**src/rtl/alu_pkg.sv**
```systemverilog
// Shared ALU definitions: operation encodings and default datapath widths
// used by the operand stage and its register file.
package alu_pkg;

  localparam int ALU_DATA_W = 32;
  localparam int ALU_ADDR_W = 5;
  localparam int IMM_W      = 16;
  localparam int SEL_W      = 4;

  typedef enum logic [SEL_W-1:0] {
    ALU_AND = 4'b0000,
    ALU_OR  = 4'b0001,
    ALU_ADD = 4'b0010,
    ALU_MUL = 4'b0011,
    ALU_DIV = 4'b0100,
    ALU_XOR = 4'b0101,
    ALU_SUB = 4'b0110,
    ALU_SLT = 4'b0111,
    ALU_SLL = 4'b1000
  } alu_op_e;

endpackage

```
**src/rtl/regfile.sv**
```systemverilog
// Register file with two asynchronous read ports and one synchronous write
// port; register 0 is hard-wired to zero and reset clears every entry.
module regfile
  import alu_pkg::*;
#(
  parameter int DATA_W = ALU_DATA_W,
  parameter int ADDR_W = ALU_ADDR_W
) (
  input  logic              clk,
  input  logic              rst,
  input  logic [ADDR_W-1:0] ra_addr,
  output logic [DATA_W-1:0] ra_data,
  input  logic [ADDR_W-1:0] rb_addr,
  output logic [DATA_W-1:0] rb_data,
  input  logic              we,
  input  logic [ADDR_W-1:0] wa,
  input  logic [DATA_W-1:0] wd
);

  localparam int NREGS = 1 << ADDR_W;

  logic [NREGS-1:0][DATA_W-1:0] regs_q;
  logic [NREGS-1:0][DATA_W-1:0] regs_d;

  always_comb begin
    regs_d = regs_q;
    if (we && (wa != '0)) begin
      regs_d[wa] = wd;
    end
  end

  // Reset wins over a simultaneous write.
  always_ff @(posedge clk) begin
    if (rst) begin
      regs_q <= '0;
    end else begin
      regs_q <= regs_d;
    end
  end

  assign ra_data = (ra_addr == '0) ? '0 : regs_q[ra_addr];
  assign rb_data = (rb_addr == '0) ? '0 : regs_q[rb_addr];

endmodule

```
**src/rtl/operand_stage.sv**
```systemverilog
// ID/EX operand stage: reads the register file, selects OP2 and registers the
// ALU operands. Define OPERAND_BYPASS_EN to forward same-cycle write-back data.
module operand_stage
  import alu_pkg::*;
#(
  parameter int DATA_W = ALU_DATA_W,
  parameter int ADDR_W = ALU_ADDR_W
) (
  input  logic              clk,
  input  logic              rst,
  input  logic              in_valid,
  input  logic [ADDR_W-1:0] rs_addr,
  input  logic [ADDR_W-1:0] rt_addr,
  input  logic [15:0]       imm,
  input  logic              alu_src,
  input  logic              sign_ext,
  input  logic [3:0]        sel_in,
  input  logic              we,
  input  logic [ADDR_W-1:0] wa,
  input  logic [DATA_W-1:0] wd,
  input  logic              stall,
  input  logic              flush,
  output logic              out_valid,
  output logic [DATA_W-1:0] OP1,
  output logic [DATA_W-1:0] OP2,
  output logic [3:0]        sel,
  output logic [DATA_W-1:0] rt_data
);

  function automatic logic [DATA_W-1:0] ext_imm(input logic [IMM_W-1:0] imm_i,
                                                input logic             sext);
    logic signed [IMM_W-1:0]  imm_s;
    logic signed [DATA_W-1:0] wide_s;
    imm_s  = imm_i;
    wide_s = DATA_W'(imm_s);
    return sext ? wide_s : {{(DATA_W-IMM_W){1'b0}}, imm_i};
  endfunction

  logic [DATA_W-1:0] rs_rdata;
  logic [DATA_W-1:0] rt_rdata;
  logic [DATA_W-1:0] rs_val;
  logic [DATA_W-1:0] rt_val;

  regfile #(
    .DATA_W (DATA_W),
    .ADDR_W (ADDR_W)
  ) u_regfile (
    .clk     (clk),
    .rst     (rst),
    .ra_addr (rs_addr),
    .ra_data (rs_rdata),
    .rb_addr (rt_addr),
    .rb_data (rt_rdata),
    .we      (we),
    .wa      (wa),
    .wd      (wd)
  );

  always_comb begin
    rs_val = rs_rdata;
    rt_val = rt_rdata;
`ifdef OPERAND_BYPASS_EN
    if (we && (wa != '0) && (wa == rs_addr)) begin
      rs_val = wd;
    end
    if (we && (wa != '0) && (wa == rt_addr)) begin
      rt_val = wd;
    end
`endif
  end

  logic              vld_p1_q;
  logic              vld_p1_d;
  logic [DATA_W-1:0] op1_p1_q;
  logic [DATA_W-1:0] op1_p1_d;
  logic [DATA_W-1:0] op2_p1_q;
  logic [DATA_W-1:0] op2_p1_d;
  logic [DATA_W-1:0] rtd_p1_q;
  logic [DATA_W-1:0] rtd_p1_d;
  logic [3:0]        sel_p1_q;
  logic [3:0]        sel_p1_d;

  // ID -> EX boundary: flush beats stall, stall beats a new capture.
  always_comb begin
    vld_p1_d = vld_p1_q;
    op1_p1_d = op1_p1_q;
    op2_p1_d = op2_p1_q;
    rtd_p1_d = rtd_p1_q;
    sel_p1_d = sel_p1_q;
    if (flush) begin
      vld_p1_d = 1'b0;
      sel_p1_d = ALU_AND;
    end else if (!stall) begin
      vld_p1_d = in_valid;
      if (in_valid) begin
        op1_p1_d = rs_val;
        op2_p1_d = alu_src ? ext_imm(imm, sign_ext) : rt_val;
        rtd_p1_d = rt_val;
        sel_p1_d = sel_in;
      end
    end
  end

  always_ff @(posedge clk) begin
    if (rst) begin
      vld_p1_q <= 1'b0;
      op1_p1_q <= '0;
      op2_p1_q <= '0;
      rtd_p1_q <= '0;
      sel_p1_q <= '0;
    end else begin
      vld_p1_q <= vld_p1_d;
      op1_p1_q <= op1_p1_d;
      op2_p1_q <= op2_p1_d;
      rtd_p1_q <= rtd_p1_d;
      sel_p1_q <= sel_p1_d;
    end
  end

  assign out_valid = vld_p1_q;
  assign OP1       = op1_p1_q;
  assign OP2       = op2_p1_q;
  assign sel       = sel_p1_q;
  assign rt_data   = rtd_p1_q;

endmodule

```
**config.mk**
```make
export PLATFORM = sky130hd
export DESIGN_NAME = operand_stage
export DESIGN_NICKNAME = d
export VERILOG_FILES = /design/src/rtl/alu_pkg.sv /design/src/rtl/regfile.sv /design/src/rtl/operand_stage.sv
export SDC_FILE = /design/constraint.sdc
export NUM_CORES = 2
export LEC_CHECK = 0
export BUFFER_PORTS_ARGS = -buffer_cell sky130_fd_sc_hd__buf_2
export CAP_MARGIN = 30
export CORE_MARGIN = 2
export CORE_UTILIZATION = 60
export CTS_CLUSTER_DIAMETER = 60
export DETAILED_ROUTE_END_ITERATION = 16
export HOLD_SLACK_MARGIN = 0.06
export PLACE_DENSITY = 0.77
export REMOVE_ABC_BUFFERS = 1
export SLEW_MARGIN = 10
export SYNTH_ARGS = -nofsm -noshare
export SYNTH_HDL_FRONTEND = slang
export SYNTH_SLANG_ARGS = --single-unit
```
**constraint.sdc**
```tcl
create_clock -name clk -period 2.92 [get_ports clk]
set_input_delay 0.146 -clock clk [delete_from_list [all_inputs] [get_ports clk]]
set_output_delay 0.146 -clock clk [all_outputs]
set_load 0.005 [all_outputs]
```
==> flow_metrics.env <==
export IMPL_global_route_usage_met1_pct=54.3
export IMPL_numClockSinks=1125
export IMPL_groute_layer_met3_usage_pct=17.0
export IMPL_io_buffers=175
export IMPL_rsz0062_at_grt="no"
export IMPL_timing_critical_path_arrival_ns=2.82
export IMPL_grt_antenna_before_repair=12
export IMPL_drive_above_1_share_pct=18.6
export IMPL_regToRegSetupSlack_ns=0.88
export IMPL_num_nets_final=6199
export IMPL_global_route_usage_total_pct=44.6
export IMPL_cpPeakStageDelay_ns=0.53
export IMPL_power_density_nw_per_um2=546
export IMPL_slowest_stage="dlygate4sd3_1"
export IMPL_ys_warnings_count=0
export IMPL_die_height_um=306
export IMPL_timing_critical_path_fanout_max=16
export IMPL_design_power_total_mw=33.9
export IMPL_worst_path_most_repeated_cell="buf_4"
export IMPL_top_level_ports=176
export IMPL_cp_data_required_time_ns=3.52
export IMPL_grt_ovfl_total=0
export IMPL_sw_share_pct=25.2
export IMPL_place_hpwl_mm=128
export IMPL_pin_count_of_the_biggest_net_entering_global_routing=205
export IMPL_wl_per_cell_um=28.9
export IMPL_synth_async_sr_flop_share_pct=0
export IMPL_drt_pass1_iterations=7
export IMPL_cp_cell_sequence="dlygate4sd3_1 -> buf_2 -> inv_1 -> nand2_2 -> buf_4 -> nor2_2 -> buf_4 -> a221o_1 -> a221oi_1 -> nor2_1"
export IMPL_vdd_ir_drop_worst_mv=0.521
export IMPL_final_hold_worst_slack_ns=0.128
export IMPL_totalWireLength_mm=214
export IMPL_yosysUniqueCellTypes=46
export IMPL_internal_power_mw=25.3
export IMPL_gr_max_usage_layer="met2"
export IMPL_drc=0
export IMPL_via_count=52208
export IMPL_startpoint="flush"
export IMPL_htreeDepth=3
export IMPL_place_congestion=0.964
export IMPL_synthesis_area_per_instance_um2=8.93
export IMPL_via_count_of_the_first_global_routing_pass=50178
export IMPL_die_width_um=306
export IMPL_die_area_um2=93900
export IMPL_final_max_slew_viol_count=0
export IMPL_number_of_failing_setup_endpoints_in_the_final_timing_report=0
export IMPL_vias_per_cell=7.05
export IMPL_number_of_enable_type_register_cells_in_the_synthesized_netlist=0
export IMPL_cts_buffers_inserted=112
export IMPL_postSynth_topFlopCell="dfxtp_1"
export IMPL_fp_row_count=110
export IMPL_max_clock_freq_ghz=0.451
export IMPL_worst_skew_pair_late_latency_ns=0.73
export IMPL_seq_power_share_pct=46.0
export IMPL_p_clk_share_pct=45.6
export IMPL_synth_yosys_seq_area_share_pct=41.0
export IMPL_timing_slew_headroom_pct=29.5
export IMPL_gr_usage_met2_pct=64.0
export IMPL_finalClockSkew_ns=0.0300
export IMPL_timing_final_hold_violations=0
export IMPL_finalWorstPathRequiredPeriod_ns=2.22
export IMPL_max_cap_violations=0
export IMPL_initial_cell_density_of_the_core_pct=60.8
export IMPL_period_share_pct=76.0
export IMPL_global_route_wire_length_before_repair_mm=313
export IMPL_floorplan_core_area_um2=90300
export IMPL_clock_transition_at_path_regs_ns=0.07
export IMPL_timing_rr_start="u_regfile.regs_q[482]$_SDFFE_PP0P_"
export IMPL_synthesis_area_um2=54900
export IMPL_critical_path_startpoint_type="input port"
export IMPL_worst_slew_pin_transition_ns=1.04
export IMPL_flow_area_growth_from_synthesis_pct=13.0
export IMPL_synth_ff_latch_count=1125
export IMPL_critical_path_endpoint_type="register"
export IMPL_postSynthCellCount=6150
export IMPL_ant_nets=0
export IMPL_drt_iter0_markers=9862
export IMPL_min_path_type="input port to register"
export IMPL_p_comb_share_pct=8.3
export IMPL_p_leak_nw=21.2
export IMPL_cts_tree="done"
export IMPL_timing_setup_critical_path_class="input port to register"
export IMPL_run_status="completed"
export IMPL_cts_root_buf="clkbuf_16"
export IMPL_switching_power_mw=8.52
export IMPL_cts_root_to_sink_buffers=3
export IMPL_timing_hold_worst_start="sign_ext"
## layer usage
layer | wire [um] | share of wire (%) | vias to the layer above
met2 | 89000 | 42 | 4746
li1 | - | - | 21429
met3 | 35100 | 16 | 1374
met1 | 70200 | 33 | 24641
met4 | 19700 | 9.2 | 18
met5 | 114 | 0.053 | -
## metrics by stage
stage	setup TNS, ns	worst slack [ns]	cell area (um2)	utilization [%]	std cells
after floorplan	-55.20	-1.41	52100	-	5529
after global placement	0	0.439	57500	63.7	7125
after detailed placement	0	0.363	57500	63.7	7125
after CTS	0	0.856	62000	68.7	7394
after global routing	0	0.691	62000	68.7	7396
final	0	0.702	62100	68.7	7402
## final cells by class
cell class	instances	area, um2
antenna	8	20.0
fill	6796	28200
inverter	2	8.76
sequential	1125	22500
clock inverter	51	681
clock buffer	157	3210
multi-input combinational	4402	29900
tap	1176	1470
timing repair buffer	481	4220
## cells in the mapped netlist, drive strengths merged, types with 2 or more instances
cell type / count / area share, %
mux2i: 265 / 4.8
or2: 7 / 0.080
and2: 6 / 0.068
o221ai: 12 / 0.19
a2bb2oi: 4 / 0.064
nand2b: 8 / 0.091
nor4: 4 / 0.057
or4: 8 / 0.11
nor3: 33 / 0.30
buf: 133 / 1.7
nand4: 3 / 0.034
nor2: 74 / 0.51
a211oi: 66 / 0.92
o22ai: 33 / 0.38
a32oi: 4 / 0.064
nand3: 5 / 0.046
a21oi: 1042 / 9.5
clkbuf: 488 / 3.3
a2111oi: 12 / 0.19
o211a: 11 / 0.20
nor2b: 41 / 0.47
a22oi: 65 / 0.89
mux2: 14 / 0.29
nand2: 2123 / 15
o21ai: 48 / 0.44
a221o: 46 / 0.84
inv: 2 / 0.014
mux4: 455 / 19
a221oi: 4 / 0.064
dfxtp: 1125 / 41
or3: 4 / 0.046
## logic make-up (layout without fill, tap and decap cells)
family,count (synthesis),count (layout),share of synthesized area [%]
flops,1125,1125,41.0
mux,734,734,23.8
simple gates,2319,2319,16.4
buf+inv,623,691,5.06
compound gates,1349,1349,13.8
other cells,0,8,0
## flip-flops by register name, summed over array words and instances (netlist names)
register,cells
u_regfile.regs_q,1024
OP1,32
OP2,32
rt_data,32
sel,4
out_valid,1
## cells in the final DEF, fill, tap and decap left out, types with 6 or more instances in the layout
cell / synthesis / final
nor2b_1: 41 / 39
nor3_2: 0 / 11
o21ai_1: 8 / 8
diode_2: 0 / 8
nor2_1: 74 / 52
dfxtp_1: 1125 / 1125
bufinv_16: 0 / 14
a2111oi_0: 12 / 12
nand2_2: 0 / 33
a221o_1: 46 / 46
buf_12: 1 / 66
mux4_2: 455 / 455
buf_4: 27 / 181
nand2_1: 2123 / 2090
a21oi_1: 1042 / 1042
o21ai_0: 40 / 40
a22oi_1: 65 / 65
o211a_1: 11 / 11
dlygate4sd3_1: 0 / 61
mux2i_1: 265 / 265
buf_2: 58 / 166
nand2b_1: 8 / 7
nor3_1: 33 / 22
inv_6: 0 / 8
clkbuf_8: 0 / 24
clkbuf_16: 0 / 112
clkinv_2: 0 / 22
a211oi_1: 64 / 64
or2_2: 6 / 6
clkbuf_1: 487 / 21
o22ai_1: 33 / 33
o221ai_1: 12 / 12
or4_1: 8 / 8
mux2_2: 14 / 14
nor2_4: 0 / 19
## worst paths after layout
check	end	cells past startpoint
setup / recovery	OP2[18]$_SDFFE_PP0P_	10
hold / removal	OP2[21]$_SDFFE_PP0P_	6
hold reg to reg	rt_data[3]$_SDFFE_PP0P_	2
setup reg to reg	OP1[2]$_SDFFE_PP0P_	4
## critical path: cells and delay by family
kind	cells	cell delay [ns]
buffers and inverters	5	1.37
AOI/OAI and AO/OA	2	0.58
and+or+nand+nor	3	0.66
## power by group through the flow
stage	registers, mW	clock network (mW)	logic [mW]
after detailed placement	15.9	0	2.63
after global routing	15.6	16.0	2.88
final	15.6	15.5	2.82
after global placement	15.9	0	2.60
after CTS	15.6	15.4	2.70
after floorplan	15.9	0	0.884
## repair_timing
| action | 4_1_cts | 5_1_grt |
|---|---|---|
| hold buffers | 61 | 0 |
| gates resized for setup | 0 | 0 |
| buffers inserted | 0 | 0 |
| hold endpoints to repair | 1015 | 0 |
Note: power is estimated with default switching activity, not from simulation.
